[config.mk]
export PLATFORM = sky130hd
export DESIGN_NAME = shift_scaler_flat
export DESIGN_NICKNAME = d
export VERILOG_FILES = /design/src/rtl/shift_scaler_pkg.sv /design/src/rtl/shift_scaler_if.sv /design/src/rtl/dffr.sv /design/src/rtl/shift_scaler.sv /design/src/flat_wrapper.sv
export SDC_FILE = /design/constraint.sdc
export NUM_CORES = 1
export LEC_CHECK = 0
export BUFFER_PORTS_ARGS = -buffer_cell sky130_fd_sc_hd__buf_2
export CAP_MARGIN = 5
export CORE_ASPECT_RATIO = 1.75
export CORE_MARGIN = 8
export CORE_UTILIZATION = 45
export DETAILED_ROUTE_END_ITERATION = 10
export PLACE_DENSITY = 0.64
export SLEW_MARGIN = 40
export SYNTH_ARGS = -nofsm -noshare
export SYNTH_HDL_FRONTEND = slang
export SYNTH_SLANG_ARGS = --single-unit
[constraint.sdc]
create_clock -name clk -period 10.2 [get_ports clk]
set_clock_uncertainty 0.2 [all_clocks]
set_input_delay 0.51 -clock clk [delete_from_list [all_inputs] [get_ports clk]]
set_output_delay 0.51 -clock clk [all_outputs]
set_load 0.01 [all_outputs]
[src/rtl/shift_scaler_pkg.sv]
// rtl/shift_scaler_pkg.sv - shared defaults, accumulator sizing and saturation bounds
package shift_scaler_pkg;

  localparam int DEF_WIDTH   = 16;
  localparam int DEF_TERMS   = 4;
  localparam int DEF_SHIFT_W = 4;

  localparam int SAT_POS = 2 ** (DEF_WIDTH - 1) - 1;
  localparam int SAT_NEG = -(2 ** (DEF_WIDTH - 1));

  // One extra bit for the exact |most-negative| magnitude, plus growth for the term sum
  function automatic int acc_width(input int width, input int terms);
    return width + 1 + $clog2(terms);
  endfunction

endpackage

[src/rtl/shift_scaler_if.sv]
// rtl/shift_scaler_if.sv - sample in / scaled result out bundle
interface shift_scaler_if #(
  parameter int WIDTH = 16
);

  logic                    in_valid;
  logic signed [WIDTH-1:0] sample;
  logic                    out_valid;
  logic signed [WIDTH-1:0] dout;
  logic                    sat;

  modport master (
    output in_valid, sample,
    input  out_valid, dout, sat
  );

  modport slave (
    input  in_valid, sample,
    output out_valid, dout, sat
  );

endinterface

[src/rtl/dffr.sv]
// rtl/dffr.sv - register with synchronous active-high reset to a parameterised value
module dffr #(
  parameter int             W   = 1,
  parameter logic [W-1:0]   RST = '0
) (
  input  logic         clk,
  input  logic         r,
  input  logic [W-1:0] d,
  output logic [W-1:0] q
);

  always_ff @(posedge clk) begin
    if (r) q <= RST;
    else   q <= d;
  end

endmodule

[src/rtl/shift_scaler.sv]
// rtl/shift_scaler.sv - sum-of-power-of-2 gain on signed samples, 3-stage pipeline
module shift_scaler
  import shift_scaler_pkg::*;
#(
  parameter int WIDTH   = DEF_WIDTH,
  parameter int TERMS   = DEF_TERMS,
  parameter int SHIFT_W = DEF_SHIFT_W
) (
  input  logic                       clk,
  input  logic                       reset,
  input  logic                       coef_load,
  input  logic [TERMS*SHIFT_W-1:0]   shifts,
  input  logic [TERMS-1:0]           term_en,
  shift_scaler_if.slave              io
);

  localparam int ACC_W  = acc_width(WIDTH, TERMS);
  localparam int MAG_W  = WIDTH + 1;
  localparam int HALF   = (TERMS + 1) / 2;
  localparam int COEF_W = TERMS * SHIFT_W + TERMS;

  // Coefficient register: {shifts, term_en}; reset value is term 0 enabled at shift 0
  logic [COEF_W-1:0]        coef_d, coef_q;
  logic [TERMS*SHIFT_W-1:0] shift_q;
  logic [TERMS-1:0]         en_q;

  assign coef_d  = coef_load ? {shifts, term_en} : coef_q;
  assign shift_q = coef_q[COEF_W-1:TERMS];
  assign en_q    = coef_q[TERMS-1:0];

  dffr #(.W(COEF_W), .RST(COEF_W'(1))) u_coef (.clk(clk), .r(reset), .d(coef_d), .q(coef_q));

  // Stage 1: sign and per-term shifted magnitudes
  logic [MAG_W-1:0] sext, mag;
  logic [MAG_W-1:0] term_d [TERMS];
  logic [MAG_W-1:0] term_q [TERMS];
  logic             v1, s1;

  assign sext = {io.sample[WIDTH-1], io.sample};
  assign mag  = sext[MAG_W-1] ? (~sext + 1'b1) : sext;

  always_comb begin
    for (int i = 0; i < TERMS; i++) begin
      term_d[i] = '0;
      if (en_q[i] && (int'(shift_q[i*SHIFT_W +: SHIFT_W]) < MAG_W))
        term_d[i] = mag >> shift_q[i*SHIFT_W +: SHIFT_W];
    end
  end

  dffr #(.W(1)) u_v1 (.clk(clk), .r(reset), .d(io.in_valid),        .q(v1));
  dffr #(.W(1)) u_s1 (.clk(clk), .r(reset), .d(io.sample[WIDTH-1]), .q(s1));

  for (genvar g = 0; g < TERMS; g++) begin : g_term
    dffr #(.W(MAG_W)) u_term (.clk(clk), .r(reset), .d(term_d[g]), .q(term_q[g]));
  end

  // Stage 2: two partial sums
  logic [ACC_W-1:0] sa_d, sb_d, sa_q, sb_q;
  logic             v2, s2;

  always_comb begin
    sa_d = '0;
    sb_d = '0;
    for (int i = 0; i < HALF; i++)
      sa_d = sa_d + ACC_W'(term_q[i]);
    for (int i = HALF; i < TERMS; i++)
      sb_d = sb_d + ACC_W'(term_q[i]);
  end

  dffr #(.W(1))     u_v2 (.clk(clk), .r(reset), .d(v1),   .q(v2));
  dffr #(.W(1))     u_s2 (.clk(clk), .r(reset), .d(s1),   .q(s2));
  dffr #(.W(ACC_W)) u_sa (.clk(clk), .r(reset), .d(sa_d), .q(sa_q));
  dffr #(.W(ACC_W)) u_sb (.clk(clk), .r(reset), .d(sb_d), .q(sb_q));

  // Stage 3: reapply sign and clamp; dout/sat hold when no result is produced
  logic [ACC_W-1:0] total, lim;
  logic [WIDTH-1:0] dout_d;
  logic             sat_d;

  assign total = sa_q + sb_q;
  assign lim   = ACC_W'(1) << (WIDTH - 1);

  always_comb begin
    dout_d = io.dout;
    sat_d  = io.sat;
    if (v2) begin
      if (s2) begin
        if (total > lim) begin
          dout_d = {1'b1, {(WIDTH-1){1'b0}}};
          sat_d  = 1'b1;
        end else begin
          dout_d = WIDTH'(0) - total[WIDTH-1:0];
          sat_d  = 1'b0;
        end
      end else begin
        if (total >= lim) begin
          dout_d = {1'b0, {(WIDTH-1){1'b1}}};
          sat_d  = 1'b1;
        end else begin
          dout_d = total[WIDTH-1:0];
          sat_d  = 1'b0;
        end
      end
    end
  end

  dffr #(.W(1))     u_v3   (.clk(clk), .r(reset), .d(v2),     .q(io.out_valid));
  dffr #(.W(1))     u_sat  (.clk(clk), .r(reset), .d(sat_d),  .q(io.sat));
  dffr #(.W(WIDTH)) u_dout (.clk(clk), .r(reset), .d(dout_d), .q(io.dout));

endmodule

[src/flat_wrapper.sv]
// flat-port wrapper written by rule: the top's interface ports become plain ports
module shift_scaler_flat import shift_scaler_pkg::*;
#(
  parameter int WIDTH   = DEF_WIDTH,
  parameter int TERMS   = DEF_TERMS,
  parameter int SHIFT_W = DEF_SHIFT_W
)
  (clk, reset, coef_load, shifts, term_en, io_in_valid, io_sample, io_out_valid, io_dout, io_sat);
  shift_scaler_if #(.WIDTH(WIDTH)) io_i ();
  input  logic clk;
  input  logic reset;
  input  logic coef_load;
  input  logic [TERMS*SHIFT_W-1:0] shifts;
  input  logic [TERMS-1:0] term_en;
  input wire logic [$bits(io_i.in_valid)-1:0] io_in_valid;
  input wire logic [$bits(io_i.sample)-1:0] io_sample;
  output wire logic [$bits(io_i.out_valid)-1:0] io_out_valid;
  output wire logic [$bits(io_i.dout)-1:0] io_dout;
  output wire logic [$bits(io_i.sat)-1:0] io_sat;
  assign io_i.in_valid = io_in_valid;
  assign io_i.sample = io_sample;
  assign io_out_valid = io_i.out_valid;
  assign io_dout = io_i.dout;
  assign io_sat = io_i.sat;
  shift_scaler #(.WIDTH(WIDTH), .TERMS(TERMS), .SHIFT_W(SHIFT_W)) u_core (.clk(clk), .reset(reset), .coef_load(coef_load), .shifts(shifts), .term_en(term_en), .io(io_i));
endmodule
; After elaboration in Yosys (flattened, before gate mapping)
; Cells that the tools add are included.
[word_totals]
ff_bits = 148
latchBits = 0
mem_bits_rw = 0
romBits = 0
inputBits = 40
wordCells = 41
mem_count = 0
[op_classes]
add_sub_neg = 5
n_mul = 0
div_mod_pow = 0
order_cmp = 2
n_eq_ne = 0
shift = 4
muxes = 7
n_bitwise = 5
n_reduce_logical = 4
[op_table]
columns = operator, n
row1 = $shr A17 B4 Y17, 4
row2 = $mux W16, 3
row3 = $add A17 B17 Y18, 2
row4 = $add A19 B19 Y19, 1
row5 = $ge A19 B16 Y1 const B, 1
row6 = $gt A19 B16 Y1 const B, 1
row7 = $add A17 B1 Y17 const B, 1
row8 = $mux W17, 1
row9 = $not A17 Y17, 1
row10 = $sub A1 B16 Y16 const A, 1
row11 = $reduce_or A2 Y1, 4
row12 = $not A1 Y1, 4
row13 = $mux W1, 3

; Longest topological paths before layout
[logic_depth]
depth_word = 4
ltp_mapped = 14
ltp_nobuf = 13

; Hierarchy
; Synthesis repeated with hierarchy kept, for this count alone.
[hier_totals]
cells_unflattened = 1308
hier_area_um2 = 10645.2
[modules_own_cells]
columns = module, instances, cells_each, area_per_inst_um2
row1 = shift_scaler, 1, 1003, 6501.2
row2 = dffr at u_core.g_term[0].u_term ..., 4, 35, 475.5
row3 = dffr at u_core.u_sa ..., 2, 39, 516.7
row4 = dffr at u_core.u_coef, 1, 42, 541.8
row5 = dffr at u_core.u_dout, 1, 33, 464.2
row6 = dffr at u_core.u_s1 ..., 6, 2, 33.8

; Worst setup path before layout
; Ideal clock, no wire load.
[synth_timing]
path_type = register to register
startpoint = register u_core.u_sb.q[0]
endpoint = register u_core.u_dout.q[15]
arrival_ps = 3008
required_time_ps = 9941
path_slack_ps = 6933
stages_incl_launch_ff = 12
cell_sequence = dfxtp_1 -> ha_1 -> fa_1 -> a21o_1 -> a221oi_1 -> o2111ai_1 -> a21oi_1 -> xor2_1 -> nand3_4 -> or4_1 -> nand4_1 -> a31o_1
[synth_between]
elab_chain_cells = 4
word_cells_on_any_way = 7
classes_between = 2 x add/sub / 2 x order compare / 3 x mux
[synth_rtl]
columns = element, line
row1 = from (decl), dffr.sv:9  ; output logic [W-1:0] q
row2 = from (signal assigned), dffr.sv:13  ; if (r) q <= RST;
row3 = from (signal assigned), dffr.sv:14  ; else q <= d;
row4 = $add A19 B19 Y19 (*), shift_scaler.sv:80  ; assign total = sa_q + sb_q;
row5 = $sub A1 B16 Y16 (tied with other cells), shift_scaler.sv:92  ; dout_d = WIDTH'(0) - total[WIDTH-1:0];
row6 = "$mux W16, on equally long branches", "shift_scaler.sv:88, shift_scaler.sv:96"
row7 = $mux W16 (*), shift_scaler.sv:87  ; if (s2) begin
row8 = to (signal assigned), dffr.sv:13
row9 = to (signal assigned), dffr.sv:14
row10 = to (decl), dffr.sv:9
; Mark *: on every way between the ends. The rest lies on a longest branch, timed or not.
; A chain may end at the register's enable or synchronous reset.

; Final worst setup path
[layout_timing]
startpoint = register u_core.u_sb.q[0]
endpoint = register u_core.u_dout.q[8]
; The elaborated chain is that of the path after synthesis.

==> metrics.md <==
| Metric | Value |
|---|---|
| Critical-path cell with the highest stage delay | sky130_fd_sc_hd__a31oi_1 |
| Critical path fanouts, max | 19 |
| Remaining routing DRC violations | 0 |
| Input/output buffers | 57 |
| Launch instance of the worst register-to-register path | u_core.u_sb.q[0]$_SDFF_PP0_ |
| Ports placed on the boundary | 58 |
| Hold-fix buffers, CTS | 0 |
| Crit path max-delay family | compound AO/OA/AOI/OAI gates |
| Register bit total from synthesis | 146 |
| Area of the die | 0.02596 mm² |
| TritonCTS buffer count | 17 |
| Starting density of the core | between 40% and 50% |
| First-pass GRT wire length | 38940 µm |
| Root buffer cell | sky130_fd_sc_hd__clkbuf_16 |
| RePlAce Congestion | 0.8950 |
| Final number of setup-violating endpoints | 0 |
| Number of violations reported at the end of detailed-routing iteration 0 | 419 |
| Total clock sinks | 146 |
| Largest stage delay on the critical path | 0.73 ns |
| Clock transition at the register clock pins on the worst setup and hold paths after CTS | 0.06 ns |
| Routed wire length on met3 | 753 µm |
| Post-Syn Area per Cell | 8.035 µm² |
| Iteration count of the initial detailed-routing pass | 5 |
| Die extent in x | 125.3 µm |
| Buffers from clock root to sink, at most | 2 |
| Final total power | 1601 µW |
| PD cells | between 150 and 200 mW/mm² |
| CP arrival | 4.03 ns |
| Fraction of final layout cells sized beyond drive strength 1 | a little under an eighth |
| Post-layout worst setup margin | 6.305 ns |
| Pre-CTS setup slack | 6.331 ns |
| Overflow after GRT | 0 |
| RSZ-0062 raised after global routing | false |
| Detailed-route vias per instance | 5.692 |
| Kind of end point of the critical path | flip-flop |
| Max-cap violations | 0 |
| Detailed-route wire length per cell | 16.82 µm |
| H-tree levels | 4 |
| Worst-case reg-to-reg path depth | 11 |
| Reported leakage power | 0.004455 µW |
| Asr flop ratio synth | 0% |
| Post-synthesis instance total | 1170 |
| Beginning of the worst hold path | io_in_valid |
| Clock tree from TritonCTS | built |
| Minimum setup slack among reg-to-reg paths | 6.31 ns |
| Sequential fraction of the synthesis area | 31.09% |
| Insertion delay of the later-clocked pin in the worst-skew pair | 0.43 ns |
| Number of different library cells in the post-synthesis netlist | 76 |
| Final period util | between 30% and 40% |
| Max IR drop VDD | about 0.00011 V |
| Final antenna-violating net count | 0 |
| Post-route met1 wirelength | approximately 9000 µm |
| Number of synthesized flops with an enable pin | 0 |
| Number of placement rows | 70 |
| F_max | 0.2568 GHz |
| Startpoint class of the critical path | flip-flop |
| Via count | 8271 |
| Hold depth | 2 |
| Tightest slew margin relative to the limit | 45.58% |
| Buffers & Inverters on Critical Path | 0 |
| Die height | 207.2 µm |
| Post-synthesis instance area | between 0.009 and 0.01 mm² |
| Endpoint, Worst Hold | u_core.u_v1.q$_SDFF_PP0_ |
| Largest net degree at the start of global routing | 77 |
| Hold Vio Cnt, Final | 0 |
| Standard cell core area | 0.02067 mm² |
| DP HPWL | between 15000 and 20000 µm |
| Hold/Removal Path Class | in -> reg |
| Fin crit period | about 3.9 ns |
| Antenna Diode Count | 0 |
| Area delta synth->final | 10.67% |
| Result of the run | complete, no violations |
| Yosys warning count | 0 |
| Gr usage total | 18.71% |
| Routed length on met2 | roughly 13000 µm |
| Post-detailed-routing wire length | about 24000 µm |
| Dominant register cell in the synthesized netlist | sky130_fd_sc_hd__dfxtp_1 |
| Quantity of gates resized following cts | 0 |
| Reg-to-reg endpoint | u_core.u_dout.q[8]$_SDFFE_PP0P_ |
| Fin. max-slew vios | 0 |
| Highest metal used | met4 |
| Vias in the first global route | 8078 |
| TNS Setup | 0 ns |
| Worst endpoint required time | 10.34 ns |
| Net count of the finished layout | 1285 |
| Post-CTS Setup Bufs | 0 |
| Transition time at the pin with the least slew margin | 0.8163 ns |
| Critical path class | reg -> reg |
| Cell-by-cell trace of the critical path | ha_1 -> fa_1 -> a211oi_1 -> nor2_1 -> nor4_1 -> o311ai_0 -> nand3_1 -> o21ai_2 -> a31oi_1 -> nor2_1 -> a211oi_1 |
| Number of antenna violations at the first check in global routing | 0 |
==> logic make-up (layout without fill, tap and decap cells) <==
group	after synthesis	after routing	share of synthesized area, %
AOI/OAI and AO/OA	312	312	22.12
xor gates and xnor gates	49	49	4.645
adders and majority gates	57	57	7.825
buffers and inverters	98	126	4.072
DFF	146	146	31.09
muxes	75	75	8.131
other	1	4	0.03989
and+or+nand+nor	432	432	22.08
==> sequential cells by signal, summed over array words and instances, names as in the netlist <==
signal,flops
u_core.g_term.u_term.q,68
u_core.u_coef.q,20
u_core.u_dout.q,16
u_core.u_s1.q,1
u_core.u_s2.q,1
u_core.u_sa.q,18
u_core.u_sat.q,1
u_core.u_sb.q,18
u_core.u_v1.q,1
u_core.u_v2.q,1
u_core.u_v3.q,1
==> layout by cell type (no fill, tap or decap), types with 20 or more instances in the layout <==
cell / n
sky130_fd_sc_hd__mux2i_1: 64
sky130_fd_sc_hd__inv_1: 30
sky130_fd_sc_hd__ha_1: 54
sky130_fd_sc_hd__nor3_1: 37
sky130_fd_sc_hd__o21ai_0: 70
sky130_fd_sc_hd__a211oi_1: 33
sky130_fd_sc_hd__xor2_1: 25
sky130_fd_sc_hd__nor2_1: 164
sky130_fd_sc_hd__buf_2: 57
sky130_fd_sc_hd__dfxtp_1: 139
sky130_fd_sc_hd__o22ai_1: 22
sky130_fd_sc_hd__nand2_1: 91
sky130_fd_sc_hd__xnor2_1: 20
sky130_fd_sc_hd__nand3_1: 20
sky130_fd_sc_hd__a21oi_1: 63
==> cells in the mapped netlist, types with 5 or more instances <==
master	n	area (µm²)
sky130_fd_sc_hd__o21ai_0	70	350.3
sky130_fd_sc_hd__xor2_1	26	227.7
sky130_fd_sc_hd__or3_1	16	100.1
sky130_fd_sc_hd__a31oi_1	14	87.58
sky130_fd_sc_hd__mux2_2	11	123.9
sky130_fd_sc_hd__ha_1	54	675.7
sky130_fd_sc_hd__a211oi_1	33	247.7
sky130_fd_sc_hd__a21oi_1	63	315.3
sky130_fd_sc_hd__nand2b_1	13	81.33
sky130_fd_sc_hd__o31ai_1	7	52.55
sky130_fd_sc_hd__mux2i_1	64	640.6
sky130_fd_sc_hd__nand2_1	91	341.6
sky130_fd_sc_hd__clkbuf_1	53	198.9
sky130_fd_sc_hd__inv_1	30	112.6
sky130_fd_sc_hd__nor2_1	164	615.6
sky130_fd_sc_hd__dfxtp_1	146	2923
sky130_fd_sc_hd__o22ai_1	22	137.6
sky130_fd_sc_hd__a21o_1	15	112.6
sky130_fd_sc_hd__nand3_1	20	100.1
sky130_fd_sc_hd__a211o_1	5	43.79
sky130_fd_sc_hd__o21ai_1	5	25.02
sky130_fd_sc_hd__xnor2_1	22	192.7
sky130_fd_sc_hd__a22oi_1	5	37.54
sky130_fd_sc_hd__and2_1	5	31.28
sky130_fd_sc_hd__o211ai_1	12	90.09
sky130_fd_sc_hd__buf_1	9	33.78
sky130_fd_sc_hd__o21bai_1	5	37.54
sky130_fd_sc_hd__o21a_1	11	82.58
sky130_fd_sc_hd__nor2b_1	18	112.6
sky130_fd_sc_hd__and3_1	10	62.56
sky130_fd_sc_hd__nand4_1	5	31.28
sky130_fd_sc_hd__nor4_1	12	75.07
sky130_fd_sc_hd__nor3_1	37	185.2
sky130_fd_sc_hd__nor3b_1	15	112.6
sky130_fd_sc_hd__a2111oi_0	5	43.79
sky130_fd_sc_hd__or4_1	5	37.54
==> how the worst max path moves through the flow <==
stage	start	endpoint	slack (ns)	cells after the start
after global placement	io_sample[0]	u_core.g_term[3].u_term.q[0]$_SDFF_PP0_	6.39	12
after detailed placement	u_core.u_sb.q[0]$_SDFF_PP0_	u_core.u_dout.q[8]$_SDFFE_PP0P_	6.33	11
final	u_core.u_sb.q[0]$_SDFF_PP0_	u_core.u_dout.q[8]$_SDFFE_PP0P_	6.31	11
after floorplan	u_core.u_sb.q[0]$_SDFF_PP0_	u_core.u_dout.q[15]$_SDFFE_PP0P_	6.93	11
after global routing	u_core.u_sa.q[10]$_SDFF_PP0_	u_core.u_dout.q[1]$_SDFFE_PP0P_	5.90	10
after CTS	u_core.u_sb.q[0]$_SDFF_PP0_	u_core.u_dout.q[8]$_SDFFE_PP0P_	6.30	11
==> layer usage <==
metal  up-vias  GRT usage (%)
met3        79          3.266
met2       176          36.44
met4         0          13.26
met5         -              0
met1      3750          16.91
li1       4266              -
==> cell type report <==
class	instances	area, µm²
clock inverter	14	145.1
clock buffer	18	439.2
inverter	34	127.6
timing repair buffer	60	307.8
fill	2055	10260
sequential	146	2932
tap	252	315.3
multi-input combinational	929	6138
==> worst reg2reg max path, stage by stage, from the launching register on <==
cell,delay [ns]
sky130_fd_sc_hd__dfxtp_1,0.31
sky130_fd_sc_hd__ha_1,0.22
sky130_fd_sc_hd__fa_1,0.42
sky130_fd_sc_hd__a211oi_1,0.22
sky130_fd_sc_hd__nor2_1,0.12
sky130_fd_sc_hd__nor4_1,0.53
sky130_fd_sc_hd__o311ai_0,0.30
sky130_fd_sc_hd__nand3_1,0.16
sky130_fd_sc_hd__o21ai_2,0.23
sky130_fd_sc_hd__a31oi_1,0.73
sky130_fd_sc_hd__nor2_1,0.12
sky130_fd_sc_hd__a211oi_1,0.24
==> per-stage QoR <==
step           hold WS (ns)  instance area, µm²  utilization (%)  cells
2_1_floorplan        0.2138                9413                -   1173
3_3_place_gp         0.2342                9781            47.32   1421
3_5_place_dp         0.2335                9802            47.42   1421
4_1_cts             0.07562               10390            50.25   1453
5_1_grt              0.1043               10410            50.34   1453
6_report            0.09076               10410            50.34   1453
==> power breakdown <==
| group | internal (µW) | switching, µW |
|---|---|---|
| sequential | 604 | 34.2 |
| clock | 351 | 267 |
| combinational | 137 | 208 |
| total | 1090 | 509 |
Note: power is estimated with default switching activity, not from simulation.
